File: src/rtl/ifp_mem_link.sv
// ifp_mem_link: bit-serial load/exchange link between the frame-buffer sequencer and one ifp PE shift chain.
module ifp_mem_link #(
  parameter int REC_W = 38,
  parameter int CNT_W = 6
) (
  input  logic             clock,
  input  logic             reset,
  input  logic             pe_run,
  input  logic             cmd_valid,
  output logic             cmd_ready,
  input  logic             cmd_exchange,
  input  logic [REC_W-1:0] cmd_data,
  output logic             rd_valid,
  input  logic             rd_ready,
  output logic [REC_W-1:0] rd_data,
  output logic             mem_send,
  output logic             mem_receive,
  output logic             ser_out,
  input  logic             ser_in,
  output logic             busy
);
  typedef enum logic [1:0] {IDLE, SHIFT, HOLD} state_t;
  localparam logic [CNT_W-1:0] LAST = CNT_W'(REC_W);
  state_t state_q, state_d;
  logic [CNT_W-1:0] cnt_q, cnt_d;
  logic [REC_W-1:0] sh_q, sh_d, cap_q, cap_d;
  logic exch_q, exch_d;
  logic send_d, recv_d, ser_d, valid_d, busy_d;
  logic accept, last, shifting;
  assign cmd_ready = !reset && state_q == IDLE && !pe_run && !rd_valid;
  assign accept    = cmd_valid && cmd_ready;
  assign last      = cnt_q == LAST;
  assign shifting  = state_q == SHIFT && !last;
  always_ff @(posedge clock or posedge reset)
    if (reset) state_q <= IDLE;
    else state_q <= state_d;
  always_comb begin
    state_d = state_q;
    if (state_q == IDLE && accept) state_d = SHIFT;
    else if (state_q == SHIFT && last) state_d = exch_q ? HOLD : IDLE;
    else if (state_q == HOLD && rd_ready) state_d = IDLE;
  end
  // ser_out and capture trail the strobe by one cycle to match the PE's registered strobe
  always_comb begin
    cnt_d   = accept ? '0 : shifting ? cnt_q + CNT_W'(1) : cnt_q;
    exch_d  = accept ? cmd_exchange : exch_q;
    sh_d    = accept ? cmd_data : shifting ? sh_q >> 1 : sh_q;
    ser_d   = shifting && sh_q[0];
    cap_d   = (state_q == SHIFT && exch_q && cnt_q != '0) ? {ser_in, cap_q[REC_W-1:1]} : cap_q;
    busy_d  = state_d == SHIFT;
    valid_d = state_d == HOLD;
    send_d  = busy_d && cnt_d != LAST && !exch_d;
    recv_d  = busy_d && cnt_d != LAST && exch_d;
  end
  always_ff @(posedge clock or posedge reset)
    if (reset) begin
      cnt_q       <= '0;
      exch_q      <= 1'b0;
      sh_q        <= '0;
      cap_q       <= '0;
      ser_out     <= 1'b0;
      busy        <= 1'b0;
      rd_valid    <= 1'b0;
      mem_send    <= 1'b0;
      mem_receive <= 1'b0;
    end else begin
      cnt_q       <= cnt_d;
      exch_q      <= exch_d;
      sh_q        <= sh_d;
      cap_q       <= cap_d;
      ser_out     <= ser_d;
      busy        <= busy_d;
      rd_valid    <= valid_d;
      mem_send    <= send_d;
      mem_receive <= recv_d;
    end
  assign rd_data = cap_q;
endmodule

File: config.mk
export PLATFORM = sky130hd
export DESIGN_NAME = ifp_mem_link
export DESIGN_NICKNAME = d
export VERILOG_FILES = /design/src/rtl/ifp_mem_link.sv
export SDC_FILE = /design/constraint.sdc
export NUM_CORES = 1
export LEC_CHECK = 0
export ABC_AREA = 1
export ABC_CLOCK_PERIOD_IN_PS = 3800
export CAP_MARGIN = 10
export CELL_PAD_IN_SITES_DETAIL_PLACEMENT = 1
export CELL_PAD_IN_SITES_GLOBAL_PLACEMENT = 1
export CORE_ASPECT_RATIO = 0.7
export CORE_MARGIN = 10
export CORE_UTILIZATION = 47
export CTS_CLUSTER_SIZE = 14
export DETAILED_ROUTE_END_ITERATION = 10
export DONT_BUFFER_PORTS = 1
export PLACE_DENSITY = 0.81
export SLEW_MARGIN = 20
export SYNTH_ARGS = -nofsm -noshare
export SYNTH_HDL_FRONTEND = slang
export SYNTH_SLANG_ARGS = --single-unit
File: constraint.sdc
create_clock -name clock -period 3.8 [get_ports clock]
set_input_delay 0.76 -clock clock [delete_from_list [all_inputs] [get_ports clock]]
set_output_delay 0.76 -clock clock [all_outputs]
set_load 0.01 [all_outputs]
==> flow_metrics.env, run 1 <==
export IMPL_synth_top_area_share_pct=58.8
export IMPL_fp_row_count=27
export IMPL_cts_resized=0
export IMPL_drt_initial_drc_count=173
export IMPL_fin_worst_skew_ns=0.00451
export IMPL_yosysTopAreaCell="dfrtp_1"
export IMPL_cts_tree="done"
export IMPL_relSlewSlack_pct=48.6
export IMPL_wl_met1_mm=3.76
export IMPL_drv_slew=0
export IMPL_die_x_um=128
export IMPL_post_synth_top_count_cell="dfrtp_1"
export IMPL_finalWirelength_mm=8.79
export IMPL_setup_worst_path_start_class="flip-flop"
export IMPL_vdd_drop_max_uv=352
export IMPL_grt_pass1_vias=2792
export IMPL_final_nets=451
export IMPL_ctsHoldBuffers=0
export IMPL_p_leak_nw=2.03
export IMPL_cp_startpoint="cnt_q[0]"
export IMPL_avgSynthCellArea_um2=9.41
export IMPL_synth_area_leaders="dfrtp_1 (59%), o221ai_1 (8.2%), inv_1 (7.2%)"
export IMPL_r2r_cells=13
export IMPL_ant_nets=0
export IMPL_powerDensity_nw_per_um2=432
export IMPL_grt_overflow_total=0
export IMPL_drive_above_1_share_pct=8.33
export IMPL_regToRegStartpoint="cnt_q[0]"
export IMPL_grt_pass1_wl_mm=14.4
export IMPL_synthDistinctLibCells=27
export IMPL_maxCapViolations=0
export IMPL_dp_hpwl_mm=6.27
export IMPL_routed_top_layer="met4"
export IMPL_numCtsBuffers=9
export IMPL_port_buffers=0
export IMPL_hold_path_class="in2async"
export IMPL_crit_type="reg2reg"
export IMPL_yosys_top_cells_count="dfrtp_1 (90), inv_1 (73), nand2_1 (73), nor2_1 (39), o221ai_1 (36)"
export IMPL_io_pins=89
export IMPL_status="completed"
export IMPL_finalWorstPathRequiredPeriod_ns=2.18
export IMPL_place_gp_congestion=0.806
export IMPL_crit_path_max_fanout=41
export IMPL_cts_htree_levels=3
export IMPL_ys_flop_type="dfrtp_1"
export IMPL_r2r_slack_ns=1.62
export IMPL_power_mw=1.80
export IMPL_reg2reg_to="mem_send"
export IMPL_cp_endpoint="mem_send"
export IMPL_drtPass1Iterations=4
export IMPL_clock_sinks=90
export IMPL_dpl_worst_slack_ns=1.64
export IMPL_crit_arrival_ns=2.44
export IMPL_synth_area_um2=3830
export IMPL_synthCells=407
export IMPL_grt_max_degree=77
export IMPL_wl_met3_um=740
export IMPL_cts_max_path_buffers=2
export IMPL_synth_edf_count=0
export IMPL_via_per_inst=5.21
export IMPL_fin_util_pct=52.6
export IMPL_start_util_pct=48.5
export IMPL_die_height_um=95.5
export IMPL_required_ns=4.07
export IMPL_rsz0062_at_grt="no"
export IMPL_setup_ws_ns=1.62
export IMPL_root_buffer="clkbuf_16"
export IMPL_dieArea_um2=12200
export IMPL_setup_tns_ns=0
export IMPL_vias=2653
export IMPL_postCtsSetupBuffers=0
export IMPL_max_slew_worst_pin_slew_ns=0.771
export IMPL_finalHoldViolCount=0
export IMPL_area_growth_pct=8.56
export IMPL_grt_util_all_layers_pct=14.7
export IMPL_ys_ff_latch=90
export IMPL_cp_end_kind="flip-flop"
export IMPL_yosysSeqAreaShare_pct=58.8
export IMPL_dr_wl_met2_mm=4.19
export IMPL_yosys_warnings=0
export IMPL_fmax_mhz=460
export IMPL_antenna_cells=0
export IMPL_coreArea_um2=7910
export IMPL_setup_viol=0
export IMPL_clkTransAtPathRegs_ns=0.06
export IMPL_drc=0
export IMPL_routedWlPerCell_um=17.3
export IMPL_synth_async_reset_ratio_pct=100
export IMPL_clk_latency_ns=0.34
export IMPL_fin_crit_sh_pct=57.2
export IMPL_syn_nets=455
export IMPL_antenna_found_initial=0
==> kinds of logic (layout without fill, tap and decap cells) <==
| kind of cell | count (synthesis) | count (layout) | synth area share (%) |
|---|---|---|---|
| adder cells (fa/ha/maj) | 3 | 3 | 0.980 |
| XOR/XNOR | 1 | 1 | 0.229 |
| flip-flops | 90 | 90 | 58.8 |
| AO/OA/AOI/OAI | 83 | 83 | 15.1 |
| AND/OR/NAND/NOR | 131 | 131 | 13.9 |
| buffers and inverters | 99 | 100 | 11.0 |
==> area by class of cell <==
type | count | area, µm²
fillers | 915 | 3750
flip-flops and latches | 90 | 2250
multi-input cells | 218 | 1170
inverters | 78 | 295
clock buffers | 11 | 243
well taps | 101 | 126
repair buffers | 6 | 45.0
clock inverters | 5 | 30.0
==> through the flow <==
step                      instance area [µm²]  cells  hold WS [ns]
final                                    4160    509         0.427
after global routing                     4160    509         0.496
after CTS                                4160    509         0.516
after detailed placement                 3880    493         0.497
after global placement                   3880    493         0.484
after floorplan                          3830    407         0.460
==> registers in the layout, indices dropped and copies added, names as in the netlist <==
name / flops
sh_q: 38
rd_valid: 1
mem_send: 1
mem_receive: 1
ser_out: 1
busy: 1
cnt_q: 6
exch_q: 1
rd_data: 38
state_q: 2
==> how the worst min path moves through the flow <==
stage,endpoint,depth (start not counted),slack (ns),from
global route,exch_q,1,0.50,reset
global placement,ser_out,2,0.48,sh_q[0]
floorplan,ser_out,2,0.46,sh_q[0]
CTS,ser_out,2,0.52,sh_q[0]
finish,rd_data[37],1,0.43,reset
detailed placement,ser_out,2,0.50,sh_q[0]
==> routing by layer <==
layer	vias to the layer above	global-route usage, %
li1	1306	-
met1	1279	17.5
met2	59	23.2
met3	9	7.71
met4	0	3.64
met5	-	0
==> cell usage in the layout (no fill, tap or decap), drive strengths merged <==
cell and count:
nand3 12, o221ai 36, dfrtp 90, xnor2 1, clkinvlp 2, nand4 2
ha 3, and3 1, o21ai 24, o311ai 1, o21bai 1, nand2 75
clkbuf 11, nor2 41, buf 6, o22ai 1, clkinv 5, inv 76
a21oi 20
==> power breakdown <==
| group | internal (mW) | switching, mW | leakage [nW] |
|---|---|---|---|
| sequential | 0.959 | 0.000634 | 1.05 |
| clock | 0.457 | 0.359 | 0.131 |
| combinational | 0.00206 | 0.0188 | 0.842 |
| total | 1.42 | 0.378 | 2.03 |
==> worst max-delay path, stage by stage, from the launching register on <==
cell and delay [ns]:
dfrtp_1 0.43, inv_1 0.11, ha_1 0.20, nand2_1 0.08, inv_1 0.07, nand3_2 0.14, nand2_2 0.12, buf_4 0.39
nand2_1 0.10, nand3_1 0.11, nor2_1 0.07, nand3_1 0.09, nand2_1 0.07, nor2_1 0.12
(Power assumes the default switching activity.)
==> run 2: changes to the inputs <==
ABC_CLOCK_PERIOD_IN_PS = 1900   (was 3800)
CORE_UTILIZATION = 42   (was 47)
PLACE_DENSITY = 0.77   (was 0.81)
clock period = 1.9 ns   (was 3.8 ns; I/O delays follow)
==> flow_metrics.env, run 2 (synthesis results as in run 1) <==
export IMPL_status="completed"
export IMPL_instances_no_fill=534
export IMPL_port_buffers=0
export IMPL_max_slew_worst_pin_slew_ns=0.572
export IMPL_finalHoldViolCount=0
export IMPL_setup_ws_ns=0.198
export IMPL_area_growth_pct=12.1
export IMPL_numCtsBuffers=9
export IMPL_setup_viol=0
export IMPL_grt_pass1_vias=2944
export IMPL_drtPass1Iterations=4
export IMPL_reg2reg_to="rd_data[9]"
export IMPL_drc=0
export IMPL_postCtsSetupBuffers=0
export IMPL_start_util_pct=42.7
export IMPL_fin_worst_skew_ns=0.00725
export IMPL_r2r_cells=7
export IMPL_hold_path_class="in2async"
export IMPL_crit_type="reg2reg"
export IMPL_drive_above_1_share_pct=9.02
export IMPL_antenna_cells=0
export IMPL_drt_initial_drc_count=145
export IMPL_drv_slew=0
export IMPL_io_pins=89
export IMPL_place_gp_congestion=0.831
export IMPL_dp_cells=518
export IMPL_clk_latency_ns=0.34
export IMPL_vias=2689
export IMPL_fp_row_count=29
export IMPL_rsz0062_at_grt="no"
export IMPL_fin_crit_sh_pct=89.6
export IMPL_grt_max_degree=77
export IMPL_setup_worst_path_start_class="flip-flop"
export IMPL_dp_hpwl_mm=6.69
export IMPL_p_leak_nw=2.07
export IMPL_routedWlPerCell_um=17.0
export IMPL_clock_sinks=90
export IMPL_die_x_um=134
export IMPL_dpl_worst_slack_ns=0.202
export IMPL_via_per_inst=5.04
export IMPL_root_buffer="clkbuf_16"
export IMPL_fill_cells=1039
export IMPL_cts_resized=0
export IMPL_grt_util_all_layers_pct=13.6
export IMPL_relSlewSlack_pct=61.9
export IMPL_cp_startpoint="cnt_q[0]"
export IMPL_cp_end_kind="flip-flop"
export IMPL_setup_tns_ns=0
export IMPL_cts_tree="done"
export IMPL_cts_max_path_buffers=2
export IMPL_vdd_drop_max_uv=468
export IMPL_coreArea_um2=8960
export IMPL_grt_pass1_wl_mm=14.7
export IMPL_post_dp_cell_area_um2=3970
export IMPL_fin_util_pct=47.9
export IMPL_r2r_slack_ns=0.20
export IMPL_ant_nets=0
export IMPL_finalWirelength_mm=9.07
export IMPL_ctsHoldBuffers=0
export IMPL_crit_path_max_fanout=76
export IMPL_powerDensity_nw_per_um2=902
export IMPL_die_height_um=99.9
export IMPL_maxCapViolations=0
export IMPL_grt_overflow_total=0
export IMPL_mostFrequentLayoutCells="dfrtp_1 (90), nand2_1 (73), inv_1 (72), nor2_1 (39), o221ai_1 (36)"
export IMPL_cts_htree_levels=3
export IMPL_regToRegStartpoint="cnt_q[0]"
export IMPL_clkTransAtPathRegs_ns=0.07
export IMPL_finalWorstPathRequiredPeriod_ns=1.70
export IMPL_fmax_mhz=588
export IMPL_required_ns=2.16
export IMPL_final_nets=453
export IMPL_layout_cell_area_non_filler_um2=4290
export IMPL_dieArea_um2=13400
export IMPL_antenna_found_initial=0
export IMPL_crit_arrival_ns=1.96
export IMPL_final_common_cell="dfrtp_1"
[run 2: final cells by class]
cell class | instances | area [µm²] | area share, %
clock buffer | 9 | 225 | 5.25
clock inverter | 7 | 98.8 | 2.30
inverter | 78 | 297 | 6.91
multi-input combinational | 218 | 1170 | 27.2
sequential | 90 | 2250 | 52.5
tap | 124 | 155 | 3.61
timing repair buffer | 8 | 97.6 | 2.27
[run 2: stage by stage]
stage	total power, mW	hold WS [ns]
final	3.87	0.0827
after global routing	4.02	0.133
after CTS	3.93	0.101
after detailed placement	2.00	0.467
after global placement	2.00	0.456
after floorplan	1.98	0.460
[run 2: power breakdown]
| group | switching (mW) | internal, mW | total [mW] |
|---|---|---|---|
| clock | 0.749 | 1.16 | 1.91 |
| combinational | 0.0373 | 0.00419 | 0.0415 |
| sequential | 0.00134 | 1.92 | 1.92 |
[run 2: critical path: stages (launching register included)]
cell and delay (ns):
dfrtp_1 0.42, inv_1 0.10, ha_1 0.15, nand3_1 0.12
o311ai_4 0.27, buf_12 0.31, nor2_1 0.08, a21oi_1 0.13
[run 2: metal layers]
metal  track usage [%]  up-vias  share of wire, %
met5                 0        -                 0
met4              4.00        0              0.74
met3              7.88        5                11
met2              22.3       68                49
met1              14.9     1306                39
li1                  -     1310                 -
[run 2: worst max-delay path by stage]
stage | to | cells after the start | slack, ns
floorplan | rd_data[11] | 7 | 0.37
global placement | mem_send | 12 | 0.26
detailed placement | rd_data[3] | 7 | 0.20
CTS | rd_data[3] | 7 | 0.19
global route | mem_send | 12 | 0.03
finish | rd_data[9] | 7 | 0.20
==> run 3: changes to the inputs <==
ABC_AREA = not set   (was 1)
CORE_UTILIZATION = 45   (was 42)
==> flow_metrics.env, run 3 <==
export IMPL_yosys_warnings=0
export IMPL_place_gp_congestion=0.831
export IMPL_crit_path_max_fanout=3
export IMPL_min_path_cells=1
export IMPL_setup_viol=1
export IMPL_synthCells=281
export IMPL_cts_max_path_buffers=2
export IMPL_synth_compound_area_share_pct=18.1
export IMPL_synth_area_leaders="dfrtp_1 (59%), mux2_2 (12%), a22o_1 (8.3%)"
export IMPL_clk_latency_ns=0.33
export IMPL_via_per_inst=5.77
export IMPL_hold_ws_ns=0.193
export IMPL_hold_path_class="in2reg"
export IMPL_start_util_pct=47.1
export IMPL_fin_crit_sh_pct=101
export IMPL_dieArea_um2=12500
export IMPL_synthXorXnorAreaFrac_pct=0.463
export IMPL_synthAdderAreaFrac_pct=0.991
export IMPL_status="finished with violations"
export IMPL_dp_hpwl_mm=6.27
export IMPL_drv_slew=0
export IMPL_cp_end_kind="flip-flop"
export IMPL_grt_pass1_vias=2397
export IMPL_fin_worst_skew_ns=0.00657
export IMPL_routedWlPerCell_um=22.5
export IMPL_relSlewSlack_pct=70.0
export IMPL_mostFrequentLayoutCells="dfrtp_1 (89), mux2_2 (39), a21o_1 (37), a22o_1 (36), buf_4 (16)"
export IMPL_rsz0062_at_grt="yes"
export IMPL_violations="negative setup slack"
export IMPL_grt_pass1_wl_mm=13.7
export IMPL_crit_arrival_ns=2.13
export IMPL_io_pins=89
export IMPL_grt_util_all_layers_pct=13.9
export IMPL_antenna_cells=0
export IMPL_max_slew_worst_pin_slew_ns=0.449
export IMPL_yosys_area_share_simple_pct=4.46
export IMPL_finalWirelength_mm=9.16
export IMPL_crit_type="reg2reg"
export IMPL_ys_ff_latch=90
export IMPL_syn_nets=329
export IMPL_finalWorstPathRequiredPeriod_ns=1.92
export IMPL_final_nets=349
export IMPL_multi_input_area_um2=1460
export IMPL_numCtsBuffers=9
export IMPL_drt_initial_drc_count=113
export IMPL_regArea_um2=2250
export IMPL_clock_sinks=90
export IMPL_ant_nets=0
export IMPL_coreArea_um2=8040
export IMPL_required_ns=2.11
export IMPL_setup_tns_ns=-0.0194
export IMPL_port_buffers=0
export IMPL_yosysSeqAreaShare_pct=59.5
export IMPL_cts_htree_levels=3
export IMPL_antenna_found_initial=0
export IMPL_die_x_um=130
export IMPL_setup_ws_ns=-0.0194
export IMPL_drc=0
export IMPL_finalHoldViolCount=0
export IMPL_powerDensity_nw_per_um2=1760
export IMPL_synth_top_area_share_pct=59.5
export IMPL_r2r_cells=5
export IMPL_synth_async_reset_ratio_pct=100
export IMPL_power_mw=7.94
export IMPL_vias=2350
export IMPL_yosysTopAreaCell="dfrtp_1"
export IMPL_grt_max_degree=75
export IMPL_setup_worst_path_start_class="flip-flop"
export IMPL_dp_cells=381
export IMPL_fin_util_pct=56.3
export IMPL_area_growth_pct=19.5
export IMPL_post_synth_top_count_cell="dfrtp_1"
export IMPL_instances_no_fill=407
export IMPL_grt_overflow_total=0
export IMPL_clkTransAtPathRegs_ns=0.07
export IMPL_final_common_cell="dfrtp_1"
export IMPL_drtPass1Iterations=4
export IMPL_die_height_um=96.7
export IMPL_synthDistinctLibCells=35
export IMPL_fp_row_count=27
export IMPL_maxCapViolations=0
export IMPL_synth_edf_count=0
export IMPL_fill_cells=778
export IMPL_drive_above_1_share_pct=31.0
export IMPL_cts_tree="done"
export IMPL_yosys_top_cells_count="dfrtp_1 (90), mux2_2 (39), a21o_1 (37), a22o_1 (36), nor2_1 (9)"
export IMPL_synth_area_um2=3790
export IMPL_p_leak_nw=2.36
export IMPL_fmax_mhz=521
export IMPL_ys_flop_type="dfrtp_1"
export IMPL_synth_top_family_by_area="compound AO/OA/AOI/OAI gates"
export IMPL_root_buffer="clkbuf_16"
export IMPL_synth_mux_area_share_pct=13.3
export IMPL_vdd_drop_max_uv=964
export IMPL_avgSynthCellArea_um2=13.5
[run 3: changes by cell type after synthesis, moves of 5 or more]
cell / change
nand2_1: -70
inv_1: -67
mux2_2: +39
a21o_1: +37
a22o_1: +36
o221ai_1: -36
nor2_1: -30
a21oi_1: -15
o21ai_1: -14
nand3_1: -10
o21ai_0: -9
clkbuf_1: +6
nand2b_1: +5
[run 3: timing repair]
action                                  CTS  global route
hold buffers                              1             0
pin swaps                                 5            27
endpoints found under the setup margin   10            42
resized for setup                         4             9
setup buffers                             1             4
hold endpoints to repair                 16             0
gates cloned                              1             3
[run 3: final timing paths]
path                            start     endpoint  slack (ns)
max in group asynchronous       reset     cnt_q[0]        0.66
hold reg to reg               sh_q[7]      sh_q[7]        0.48
hold / removal                 ser_in  rd_data[37]        0.19
setup / recovery           state_q[0]     sh_q[36]       -0.02
min in group asynchronous       reset     sh_q[37]        0.52
setup reg to reg           state_q[0]     sh_q[36]       -0.02
[run 3: per-layer routing]
metal  up-vias  routed length, µm  track usage, %
met5         -                  0               0
met1      1210               3820            17.2
met2        65               4420            20.9
met3         8                850            7.13
met4         0                 65            3.60
li1       1067                  -               -
[run 3: final cells by class]
| type | count | share of cell area, % |
|---|---|---|
| Sequential cell | 90 | 49.8 |
| Multi-Input combinational cell | 166 | 32.2 |
| Timing Repair Buffer | 28 | 7.30 |
| Clock buffer | 10 | 5.28 |
| Tap cell | 101 | 2.79 |
| Clock inverter | 6 | 1.99 |
| Inverter | 6 | 0.581 |
[run 3: per-stage QoR]
stage               setup WS (ns)  instance area [µm²]
global placement           0.0198                 4030
floorplan                 -0.0556                 3800
CTS                       -0.0478                 4410
global route              -0.0873                 4520
detailed placement        -0.0832                 4030
finish                    -0.0194                 4520
[run 3: worst max-delay path, cell delays in order, from the launching register on]
cell and delay [ns]:
dfrtp_1 0.39, or4_4 0.51, nor3b_4 0.21, buf_6 0.14, mux2_4 0.29, mux2_4 0.26
[run 3: cells by family (layout without fill, tap and decap cells)]
group / count (synthesis) / after routing
flops: 90 / 90
compound gates: 85 / 85
mux: 45 / 45
simple gates: 31 / 31
buf+inv: 25 / 50
fa+ha+maj: 3 / 3
xor+xnor: 2 / 2
[run 3: power by group]
| group | internal, mW | switching [mW] | leakage, nW |
|---|---|---|---|
| registers | 2.49 | 0.528 | 1.19 |
| logic | 1.65 | 1.38 | 1.03 |
| clock network | 1.19 | 0.717 | 0.147 |
==> patch: new RTL, settings of run 3 <==
The parameter `CNT_W` goes from 6 to 3.
--- a/src/rtl/ifp_mem_link.sv
+++ b/src/rtl/ifp_mem_link.sv
@@ -3,3 +3,3 @@
   parameter int REC_W = 38,
-  parameter int CNT_W = 6
+  parameter int CNT_W = 3
 ) (
Function: changed (a bounded check fails within 10 cycles, from zero or initial values and one cycle with reset high).
==> patch against run 3 <==
Worst setup slack better by 0.085 ns. Highest routed layer unchanged. Critical path type is now flip-flop to output port. Synthesized area down 0.66%. Wire length shrank 2.0%. Via count shrank 3.1%. Global-route usage grew 0.53 points. Sequential cell count decreased by 3. First-iteration DRC count is 46% higher. Critical path depth down 3. Cell area is 6.0% lower. Total power shrank 17%.
==> patch: results (changes against run 3) <==
Clk pwr share = 27.2% (+3.2 points)
Crit path launch = state_q[1]
WL/cell = 23.7 um (+5.2%)
Worst path arrival time = 1.45 ns (-0.68 ns)
Seq/Total Area, Yosys = 57.9% (-1.6 points)
Vias in the first global route = 2,411 (+0.58%)
Met3 WL post-DR = 719 um (-15%)
Crit path capture = cmd_ready
Placed Area = 3900 um^2 (-3.2%)
Nets@finish = 321 (-8.0%)
Max VDD drop = 0.702 mV (-27%)
Crit path max-delay cell type = or4_4
Met2 routed WL = 4240 um (-4.0%)
Largest net degree at the start of global routing = 46 (-39%)
Clock latency on the worst-skew pair = 0.33 ns (about the same)
Layout cells sized above 1 = 27.0% (-4.1 points)
R2R Setup Slk = 0.10 ns (+0.12 ns)
LEAKAGE = 2.15 nW (-9.0%)
Number of distinct library cells after synthesis = 32 (-8.6%)
Fill count = 771 (-0.90%)
Status = finished, final reports clean
Worst-path maximum fanout = 5 (+2)
R2R depth = 6 (+1)
Top Layer Used = met4
Initial DRC count = 165 (+46%)
Metal-1 WL = 3930 um (+2.9%)
Worst reg2reg startpoint = cnt_q[0]
Via Count = 2,278 (-3.1%)
Fin Clk Skew = 0.00649 ns (-0.0000839 ns)
Final HPWL DP = 6120 um (-2.4%)
Slew margin rel. = 73.7% (+3.7 points)
Sw frac = 32.2% (-0.79 points)
Largest stage delay, worst path = 0.56 ns (+0.05 ns)
Worst R2R End = sh_q[27]
Area contributors post-synth = dfrtp_1 58%, a221o_1 9.6%, mux2_4 8.0%, and3_1 6.2%, mux2_2 5.4%
Commonest cells post-synth = 87 x dfrtp_1, 37 x and3_1, 36 x a221o_1
GRT Util Overall = 14.4% (+0.53 points)
First-pass GRT wire length = 14,000 um (+1.8%)
Part of the power in registers = 42.1% (+4.2 points)
Gpl congestion = 0.804 (-3.3%)
patch: layout make-up:
type / instances / area, um^2 / area share, %
timing repair buffer: 13 / 179 / 4.21
sequential: 87 / 2180 / 51.3
tap: 101 / 126 / 2.97
inverter: 5 / 22.5 / 0.530
clock buffer: 13 / 270 / 6.35
multi-input combinational: 157 / 1440 / 33.7
clock inverter: 3 / 40.0 / 0.941
patch: metrics by stage:
stage	cells	power [mW]	worst slack (ns)
final	379	6.62	0.0654
after global routing	379	7.03	0.00769
after CTS	377	6.67	0.0303
after detailed placement	359	4.80	0.114
after global placement	359	4.71	0.201
after floorplan	269	4.34	0.343
patch: how the worst min path moves through the flow:
stage,from,end,slack [ns],cells past startpoint
after global placement,reset,rd_valid,0.23,1
after floorplan,sh_q[0],sh_q[0],0.47,1
after detailed placement,reset,rd_valid,0.24,1
final,cmd_exchange,mem_send,0.16,1
after CTS,cmd_exchange,mem_send,0.15,1
after global routing,cmd_exchange,mem_send,0.15,1
patch: what timing repair did:
item,4_1_cts,5_1_grt
endpoints found under the hold margin,11,0
pin swaps,1,0
setup buffers,1,2
hold buffers,1,0
endpoints found under the setup margin,1,4
gates resized for setup,4,1
patch: cells by family (layout without fill, tap and decap cells):
family                   count (synthesis)  count (layout)  synth area share [%]
flip-flops                              87              87                  57.9
AND/OR/NAND/NOR                         62              62                  10.8
AO/OA/AOI/OAI                           53              53                  12.5
multiplexers                            38              38                  13.4
buffers and inverters                   25              34                  4.22
adder cells (fa/ha/maj)                  3               3                 0.998
XOR/XNOR                                 1               1                 0.233
patch: metal layers:
metal	GRT usage, %	vias to the layer above
met2	22.4	59
li1	-	1034
met3	6.91	8
met5	0	-
met4	3.68	0
met1	17.8	1177
